===== src/rtl/pacman_sprite_anim.sv =====
// Animated Pac-Man sprite: mouth-frame sequencing with tick-aligned direction changes
// and a registered single-bit pixel lookup from a mirrored right/down frame ROM.
module pacman_sprite_anim #(
  parameter int SPRITE_W   = 16,
  parameter int SPRITE_H   = 16,
  parameter int NUM_FRAMES = 3,
  parameter int FRAME_DIV  = 8,
  parameter int PINGPONG   = 1,
  localparam int RW = $clog2(SPRITE_H),
  localparam int CW = $clog2(SPRITE_W),
  localparam int FW = (NUM_FRAMES > 1) ? $clog2(NUM_FRAMES) : 1
) (
  input  logic          Clk,
  input  logic          Reset,
  input  logic          frame_tick,
  input  logic          moving,
  input  logic [1:0]    dir_in,
  input  logic          dir_valid,
  input  logic          pix_req,
  input  logic [RW-1:0] row,
  input  logic [CW-1:0] col,
  output logic          pix_on,
  output logic          pix_valid,
  output logic [1:0]    cur_dir,
  output logic [FW-1:0] cur_frame
);

  localparam logic [1:0] DIR_DOWN  = 2'b00;
  localparam logic [1:0] DIR_UP    = 2'b01;
  localparam logic [1:0] DIR_RIGHT = 2'b10;
  localparam logic [1:0] DIR_LEFT  = 2'b11;

  localparam int DW    = (FRAME_DIV > 1) ? $clog2(FRAME_DIV) : 1;
  localparam int DEPTH = 2 * NUM_FRAMES * SPRITE_H;
  localparam int AW    = (DEPTH > 1) ? $clog2(DEPTH) : 1;

  // Closed disc minus a per-frame mouth mask; mouth faces right (LSB side) or down (bottom rows).
  function automatic logic [15:0] sprite_row(input int base, input int frame, input int r);
    logic [15:0] disc;
    logic [15:0] mask;
    case (r)
      2, 13:         disc = 16'h03C0;
      3, 12:         disc = 16'h07E0;
      4, 11:         disc = 16'h0FF0;
      5, 10:         disc = 16'h1FF8;
      6, 7, 8, 9:    disc = 16'h3FFC;
      default:       disc = 16'h0000;
    endcase
    mask = 16'h0000;
    if (frame == 0) begin
      if (base == 1) begin
        case (r)
          6, 9:    mask = 16'h001C;
          7, 8:    mask = 16'h003C;
          default: mask = 16'h0000;
        endcase
      end else begin
        case (r)
          10:         mask = 16'h0180;
          11, 12, 13: mask = 16'h03C0;
          default:    mask = 16'h0000;
        endcase
      end
    end else if (frame != NUM_FRAMES - 1) begin
      if (base == 1) begin
        case (r)
          7, 8:    mask = 16'h001C;
          default: mask = 16'h0000;
        endcase
      end else begin
        case (r)
          12:      mask = 16'h0180;
          13:      mask = 16'h03C0;
          default: mask = 16'h0000;
        endcase
      end
    end
    return disc & ~mask;
  endfunction

  logic [SPRITE_W-1:0] rom [DEPTH];

  for (genvar a = 0; a < DEPTH; a++) begin : g_rom
    assign rom[a] = SPRITE_W'(sprite_row(a / (NUM_FRAMES * SPRITE_H),
                                         (a / SPRITE_H) % NUM_FRAMES,
                                         a % SPRITE_H));
  end

  logic [1:0]    dir_q, dir_d;
  logic [1:0]    pend_q, pend_d;
  logic [FW-1:0] frame_q, frame_d;
  logic [DW-1:0] div_q, div_d;
  logic          pp_down_q, pp_down_d;
  logic          pix_on_q, pix_on_d;
  logic          pix_valid_q, pix_valid_d;
  logic          step;

  always_ff @(posedge Clk or posedge Reset) begin
    if (Reset) begin
      dir_q       <= DIR_RIGHT;
      pend_q      <= DIR_RIGHT;
      frame_q     <= '0;
      div_q       <= '0;
      pp_down_q   <= 1'b0;
      pix_on_q    <= 1'b0;
      pix_valid_q <= 1'b0;
    end else begin
      dir_q       <= dir_d;
      pend_q      <= pend_d;
      frame_q     <= frame_d;
      div_q       <= div_d;
      pp_down_q   <= pp_down_d;
      pix_on_q    <= pix_on_d;
      pix_valid_q <= pix_valid_d;
    end
  end

  // A direction written in the same cycle as the tick bypasses the pending register.
  always_comb begin
    pend_d = pend_q;
    dir_d  = dir_q;
    if (dir_valid) pend_d = dir_in;
    if (frame_tick) dir_d = dir_valid ? dir_in : pend_q;
  end

  always_comb begin
    div_d     = div_q;
    frame_d   = frame_q;
    pp_down_d = pp_down_q;
    step      = 1'b0;
    if (frame_tick && moving) begin
      if (div_q == DW'(FRAME_DIV - 1)) begin
        div_d = '0;
        step  = 1'b1;
      end else begin
        div_d = div_q + DW'(1);
      end
    end
    if (step && (NUM_FRAMES > 1)) begin
      if (PINGPONG == 0) begin
        frame_d = (frame_q == FW'(NUM_FRAMES - 1)) ? '0 : frame_q + FW'(1);
      end else if (!pp_down_q) begin
        frame_d = frame_q + FW'(1);
        if (frame_q == FW'(NUM_FRAMES - 2)) pp_down_d = 1'b1;
      end else begin
        frame_d = frame_q - FW'(1);
        if (frame_q == FW'(1)) pp_down_d = 1'b0;
      end
    end
  end

  // Power-of-two sizes make H-1-row and W-1-col plain inversions; bit c counts from the MSB.
  logic [RW-1:0]       r_idx;
  logic [CW-1:0]       c_idx;
  logic [AW-1:0]       rom_addr;
  logic [SPRITE_W-1:0] rom_word;

  always_comb begin
    r_idx       = (dir_q == DIR_UP)   ? ~row : row;
    c_idx       = (dir_q == DIR_LEFT) ? ~col : col;
    rom_addr    = AW'((int'(dir_q[1]) * NUM_FRAMES + int'(frame_q)) * SPRITE_H + int'(r_idx));
    rom_word    = rom[rom_addr];
    pix_valid_d = pix_req;
    pix_on_d    = pix_req & rom_word[~c_idx];
  end

  assign pix_on    = pix_on_q;
  assign pix_valid = pix_valid_q;
  assign cur_dir   = dir_q;
  assign cur_frame = frame_q;

endmodule

===== config.mk =====
export PLATFORM = sky130hd
export DESIGN_NAME = pacman_sprite_anim
export DESIGN_NICKNAME = d
export VERILOG_FILES = /design/src/rtl/pacman_sprite_anim.sv
export SDC_FILE = /design/constraint.sdc
export NUM_CORES = 1
export LEC_CHECK = 0
export BUFFER_PORTS_ARGS = -buffer_cell sky130_fd_sc_hd__buf_4
export CORE_ASPECT_RATIO = 1.2
export CORE_MARGIN = 2
export CORE_UTILIZATION = 50
export DETAILED_ROUTE_END_ITERATION = 10
export PLACE_DENSITY = 0.73
export SETUP_SLACK_MARGIN = 0.1
export SYNTH_ARGS = -nofsm -noshare
export SYNTH_HDL_FRONTEND = slang
export SYNTH_SLANG_ARGS = --single-unit

===== constraint.sdc =====
create_clock -name Clk -period 3.4 [get_ports Clk]
set_clock_uncertainty 0.15 [all_clocks]
set_input_delay 0.34 -clock Clk [delete_from_list [all_inputs] [get_ports Clk]]
set_output_delay 0.34 -clock Clk [all_outputs]
set_load 0.01 [all_outputs]

# --- After elaboration in Yosys (flattened, before gate mapping) ---
# Memory sizes are Yosys's and may differ from the RTL's.
# Index checks and enable logic that the tools add are counted.
word_totals:
  regBits: 12
  latch_bits: 0
  ramBits: 0
  romBits: 2048
  input_bits: 16
  word_cells: 40
  n_memories: 1
classes:
  add_sub_neg: 5
  mul: 1
  n_div: 0
  magnitude_cmp: 2
  n_eq_ne: 4
  n_shift: 0
  mux: 14
  bitwise_logic: 5
  n_reduce_logical: 1
memory_table:
  columns: ["name", "depth", "word_bits", "rd", "rd_clocked_by_memory_dff", "wr", "line_no", "rtl"]
  rows:
  - ["(no name shown)", 128, 16, 1, 0, 0, "162", "rom_word = rom[rom_addr];"]
ops:
  columns: ["op", "n"]
  rows:
  - ["$mux 16", 2]
  - ["$not 4->4", 3]
  - ["$ge 8x8->1 const B", 1]
  - ["$mux 4", 2]
  - ["$not 7->8", 1]
  - ["$add 7x4->7", 1]
  - ["$mux 1", 6]
  - ["$lt 4x5->1 const B", 1]
  - ["$bmux 1 s4", 1]
  - ["$eq 2x1->1 const B", 2]
  - ["$mux 2", 2]
  - ["$add 3x1->3 const B", 1]
  - ["$add 3x2->3", 1]
  - ["$eq 3x3->1 const B", 1]
  - ["$mul 1x2->3 const B", 1]
  - ["$mux 3", 1]
  - ["$add 2x1->2 const B", 1]
  - ["$eq 2x2->1 const B", 1]
  - ["$sub 2x1->2 const B", 1]
  - ["$and 1x1->1", 1]
  - ["$logic_and 1x1->1", 1]

# --- Depth between registers and ports, before layout ---
logic_depth:
  depth_word: 10
  ltp_mapped: 8
  depth_no_buf: 8

# --- Worst setup path before layout ---
# OpenSTA, ideal clock, no wires.
synth_timing:
  path_type: "register -> register"
  start: "register dir_q[1], in the netlist cur_dir[1]"
  end: "register pix_on_q, in the netlist pix_on"
  t_arrival_ps: 2208
  required_ps: 3163
  setup_slack_ps: 956
  stages_incl_launch_ff: 9
  path_cell_list: "dfstp_2 ha_1 fa_1 and3b_1 a222oi_1 o21ai_1 a21oi_1 nand4_1 a211oi_2"
synth_via:
  elab_chain_cells: 10
synth_rtl:
  columns: ["item", "line_no", "rtl"]
  rows:
  - ["start: declaration", "89", "logic [1:0] dir_q, dir_d;"]
  - ["start signal: assignment", "108", "dir_q <= dir_d;"]
  - ["$mul 1x2->3 or $eq 2x1->1 (tied branches)", "161, 159", null]
  - ["$add 3x2->3 or $mux 4 (tied branches)", "161, 159", null]
  - ["$add 7x4->7", "161", "rom_addr = AW'((int'(dir_q[1]) * NUM_FRAMES + int'(frame_q)) * SPRITE_H + int'(r_idx));"]
  - ["$not 7->8 (not written as such)", "162", null]
  - ["$mem_v2 128x16", null, null]
  - ["$mux 16 (not written as such) (2 in a row)", "162", null]
  - ["$bmux 1 s4 (*)", "164", "pix_on_d = pix_req & rom_word[~c_idx];"]
  - ["$mux 1 (not written as such) (*)", "164", null]
  - ["$and 1x1->1 (*)", "164", null]
  - ["named net pix_on_d", "94", "logic pix_on_q, pix_on_d;"]
  - ["end signal: assignment", "113", "pix_on_q <= pix_on_d;"]
  - ["end: declaration", "94", null]
# The timed path passes the listed nets; every way through them passes the cells marked *. The select of a mux whose other input is x is not followed.
# A chain may end at the register's enable or synchronous reset.

# --- Worst setup path in the final report ---
# Same ends and word-level chain as after synthesis.

==> impl_metrics.py <==
metrics = {
    "worst_hold_path": {
        "hold_start": "pix_req",
        "hold_path_depth": 1,
        "min_path_type": "input port to register",
        "min_to": "pix_valid",
    },
    "detailed_routing": {
        "dr.first_iter.drc_count": 52,
        "first_pass_iters": 4,
        "drc": 0,
        "met3WireLength_um": 116,
        "wl_met2_um": 1286,
        "ant_nets": 0,
        "top_layer": "met4",
        "vias": 1137,
        "wl_met1_um": 1243,
        "wire_per_inst_um": 14.46,
        "wirelength_um": 2719,
        "via_per_inst": 6.048,
    },
    "cts": {
        "cts_max_level": 1,
        "clk_pin_slew_ns": 0.08,
        "tritoncts": "built",
        "clockRootBuffer": "clkbuf_4",
        "cts_buffer_depth": 2,
        "cts_setup_buffers": 0,
        "cts.sinks": 12,
        "post_cts_resized": 0,
        "cts_made_buffers": 3,
        "postCtsHoldBufs": 1,
        "clkLatencyLatePin_ns": 0.28,
    },
    "global_route": {
        "grt_max_degree": 15,
        "grtUsageTotal_pct": 21.11,
        "grt_overflow": 0,
        "grt_pass1_vias": 1088,
        "grt_pass1_wl_um": 4726,
        "antenna_found_initial": 0,
    },
    "logic_synthesis": {
        "synth_top_family_by_area": "simple AND/OR/NAND/NOR gates",
        "synth_edf_count": 0,
        "synth_fp_nets": 161,
        "ys.flop_type": "dfrtp_1",
        "ys_ff_latch": 12,
        "synth-compound-area-share_pct": 20.94,
        "ys_seq_area_share_pct": 25.21,
        "synth-simple-area-share_pct": 24.27,
        "synth_xor_area_share_pct": 5.833,
        "synth.avg_cell_area_um2": 8.580,
        "synth_area_mm2": 0.001201,
        "muxShareOfSynthArea_pct": 10.83,
        "synth_cell_types": 48,
        "synth_fa_ha_area_share_pct": 5.833,
        "async_flop_share_pct": 100.0,
        "yosysWarnings": 0,
        "syn_inst": 140,
    },
    "power_and_ir_drop": {
        "cellPowerDensity_mw_per_mm2": 521.7,
        "leakage_nw": 0.5945,
        "peakVddDrop_mv": 0.4089,
    },
    "critical_path": {
        "worst_path_largest_cell_delay_ns": 0.64,
        "critPathSlowestCell": "dfstp_2",
        "r2r-end": "pix_on",
        "path_cells": "ha_1, fa_1, and3b_1, a222oi_1, o21ai_1, a21oi_1, nand4_1, a211oi_2",
        "reg2reg_from": "cur_dir[1]",
        "cp_num_buf_inv": 0,
        "cp-end-kind": "register",
        "cp_max_fo": 9,
        "crit_arrival_ns": 2.64,
        "cp_top_family": "compound AO/OA/AOI/OAI gates",
        "cp.required_ns": 3.44,
        "setup.worst_path.start_class": "register",
        "ff2ff_path_depth": 8,
        "r2r_slack_ns": 0.80,
        "criticalPathCategory": "register to register",
    },
    "sta": {
        "hold_violations": 0,
        "maxSlewHeadroom_pct": 70.95,
        "fin_crit_ns": 2.597,
        "slew_violations": 0,
        "worst_pin_slew_ns": 0.4353,
        "period_share_pct": 76.38,
        "rsz0062_at_grt": "false",
        "max_freq_mhz": 385.1,
        "fin_setup_tns_ns": 0,
        "final-setup-viol-count": 0,
    },
    "run": {
        "drv_cap": 0,
    },
    "place": {
        "portBuffers": 21,
        "hpwlAfterDp_um": 2089,
        "routabilityCongestion": 0.9019,
        "dpl-instance-area_mm2": 0.001331,
    },
    "floorplan": {
        "die-width_um": 48.74,
        "io_pins": 22,
        "core_area_mm2": 0.002282,
        "dieArea_mm2": 0.002812,
        "start_util_pct": 52.63,
        "die_h_um": 57.69,
        "row_count": 19,
    },
    "final_layout": {
        "num-nets-final": 179,
        "nFillCells": 228,
        "layout-drive-gt1-share_pct": 26.11,
        "diodes": 0,
        "final_cell_area_mm2": 0.001378,
        "areaGrowthSynthToFinish_pct": 14.69,
    },
    "status": {
        "status": "finished clean",
    },
}
## area by class of cell
class	instances	area (µm²)	area share, %
Clock buffer	4	36.28	2.634
Timing Repair Buffer	22	167.7	12.17
Inverter	5	18.77	1.362
Sequential cell	12	302.8	21.98
Tap cell	31	38.79	2.816
Multi-Input combinational cell	114	813.3	59.04
## state kept, by name, summed over array words and instances, names as in the netlist
register	cells
pp_down_q	1
div_q	3
cur_frame	2
pend_q	2
pix_on	1
pix_valid	1
cur_dir	2
## placed cells by master (no fill, tap or decap), drive strengths merged, types with 3 or more instances in the layout
cell	instances
mux2	8
nand2b	4
nand4	3
nand3b	4
xnor2	5
inv	5
nor3	4
buf	21
nand2	14
o21ai	12
xor2	3
a21oi	7
ha	4
nor2	7
nand3	5
dfrtp	10
clkbuf	4
mux2i	4
## how the worst max path moves through the flow
stage / cells after the start / startpoint / slack, ns / endpoint
finish: 8 / cur_dir[1] / 0.80 / pix_on
global route: 8 / cur_dir[1] / 0.62 / pix_on
CTS: 8 / cur_dir[1] / 0.81 / pix_on
detailed placement: 8 / cur_dir[1] / 0.82 / pix_on
global placement: 8 / cur_dir[1] / 0.91 / pix_on
floorplan: 8 / cur_dir[1] / 0.96 / pix_on
## cell usage after synthesis, types with 2 or more instances
cell	number	share of area [%]
xor2_1	3	2.2
mux2_2	8	7.5
mux2i_1	4	3.3
nand3b_1	4	2.5
ha_1	4	4.2
nand4_1	3	1.6
o2111ai_1	2	1.5
xnor2_1	5	3.6
o21ai_1	2	0.83
dfrtp_1	10	21
a222oi_1	2	1.7
dfstp_2	2	4.4
a21oi_1	7	2.9
o221ai_1	2	1.5
nand3_1	5	2.1
nor2_1	7	2.2
nand2_1	14	4.4
nor3_1	4	1.7
inv_1	5	1.6
buf_2	5	2.1
nand2b_1	4	2.1
o21ai_0	10	4.2
buf_6	3	2.8
## power by group
part / leakage (nW) / switching, mW / internal (mW)
Combinational: 0.430 / 0.204 / 0.177
Clock: 0.0210 / 0.0507 / 0.0652
Sequential: 0.144 / 0.0380 / 0.184
## metal layers
metal | global-route usage, % | up-vias
met5 | 0 | -
met4 | 9.796 | 0
met3 | 2.062 | 9
met2 | 33.66 | 39
met1 | 29.24 | 537
li1 | - | 552
## logic make-up after synthesis
kind of cell,Yosys count
XOR/XNOR,8
AND/OR/NAND/NOR,52
multiplexers,12
buffers and inverters,14
flip-flops,12
adder cells (fa/ha/maj),5
AO/OA/AOI/OAI,37
## per-stage QoR
stage | power (mW) | utilization [%] | hold slack, ns | std cells | setup WS [ns]
finish | 0.7187 | 60.36 | 0.02374 | 188 | 0.8030
detailed placement | 0.6014 | 58.33 | 0.2220 | 183 | 0.8166
CTS | 0.7190 | 60.36 | 0.02185 | 188 | 0.8116
global placement | 0.5869 | 58.33 | 0.2209 | 183 | 0.9071
floorplan | 0.5030 | - | 0.05327 | 140 | 0.9556
global route | 0.7820 | 60.36 | 0.02319 | 188 | 0.6192
(Power assumes the default switching activity.)
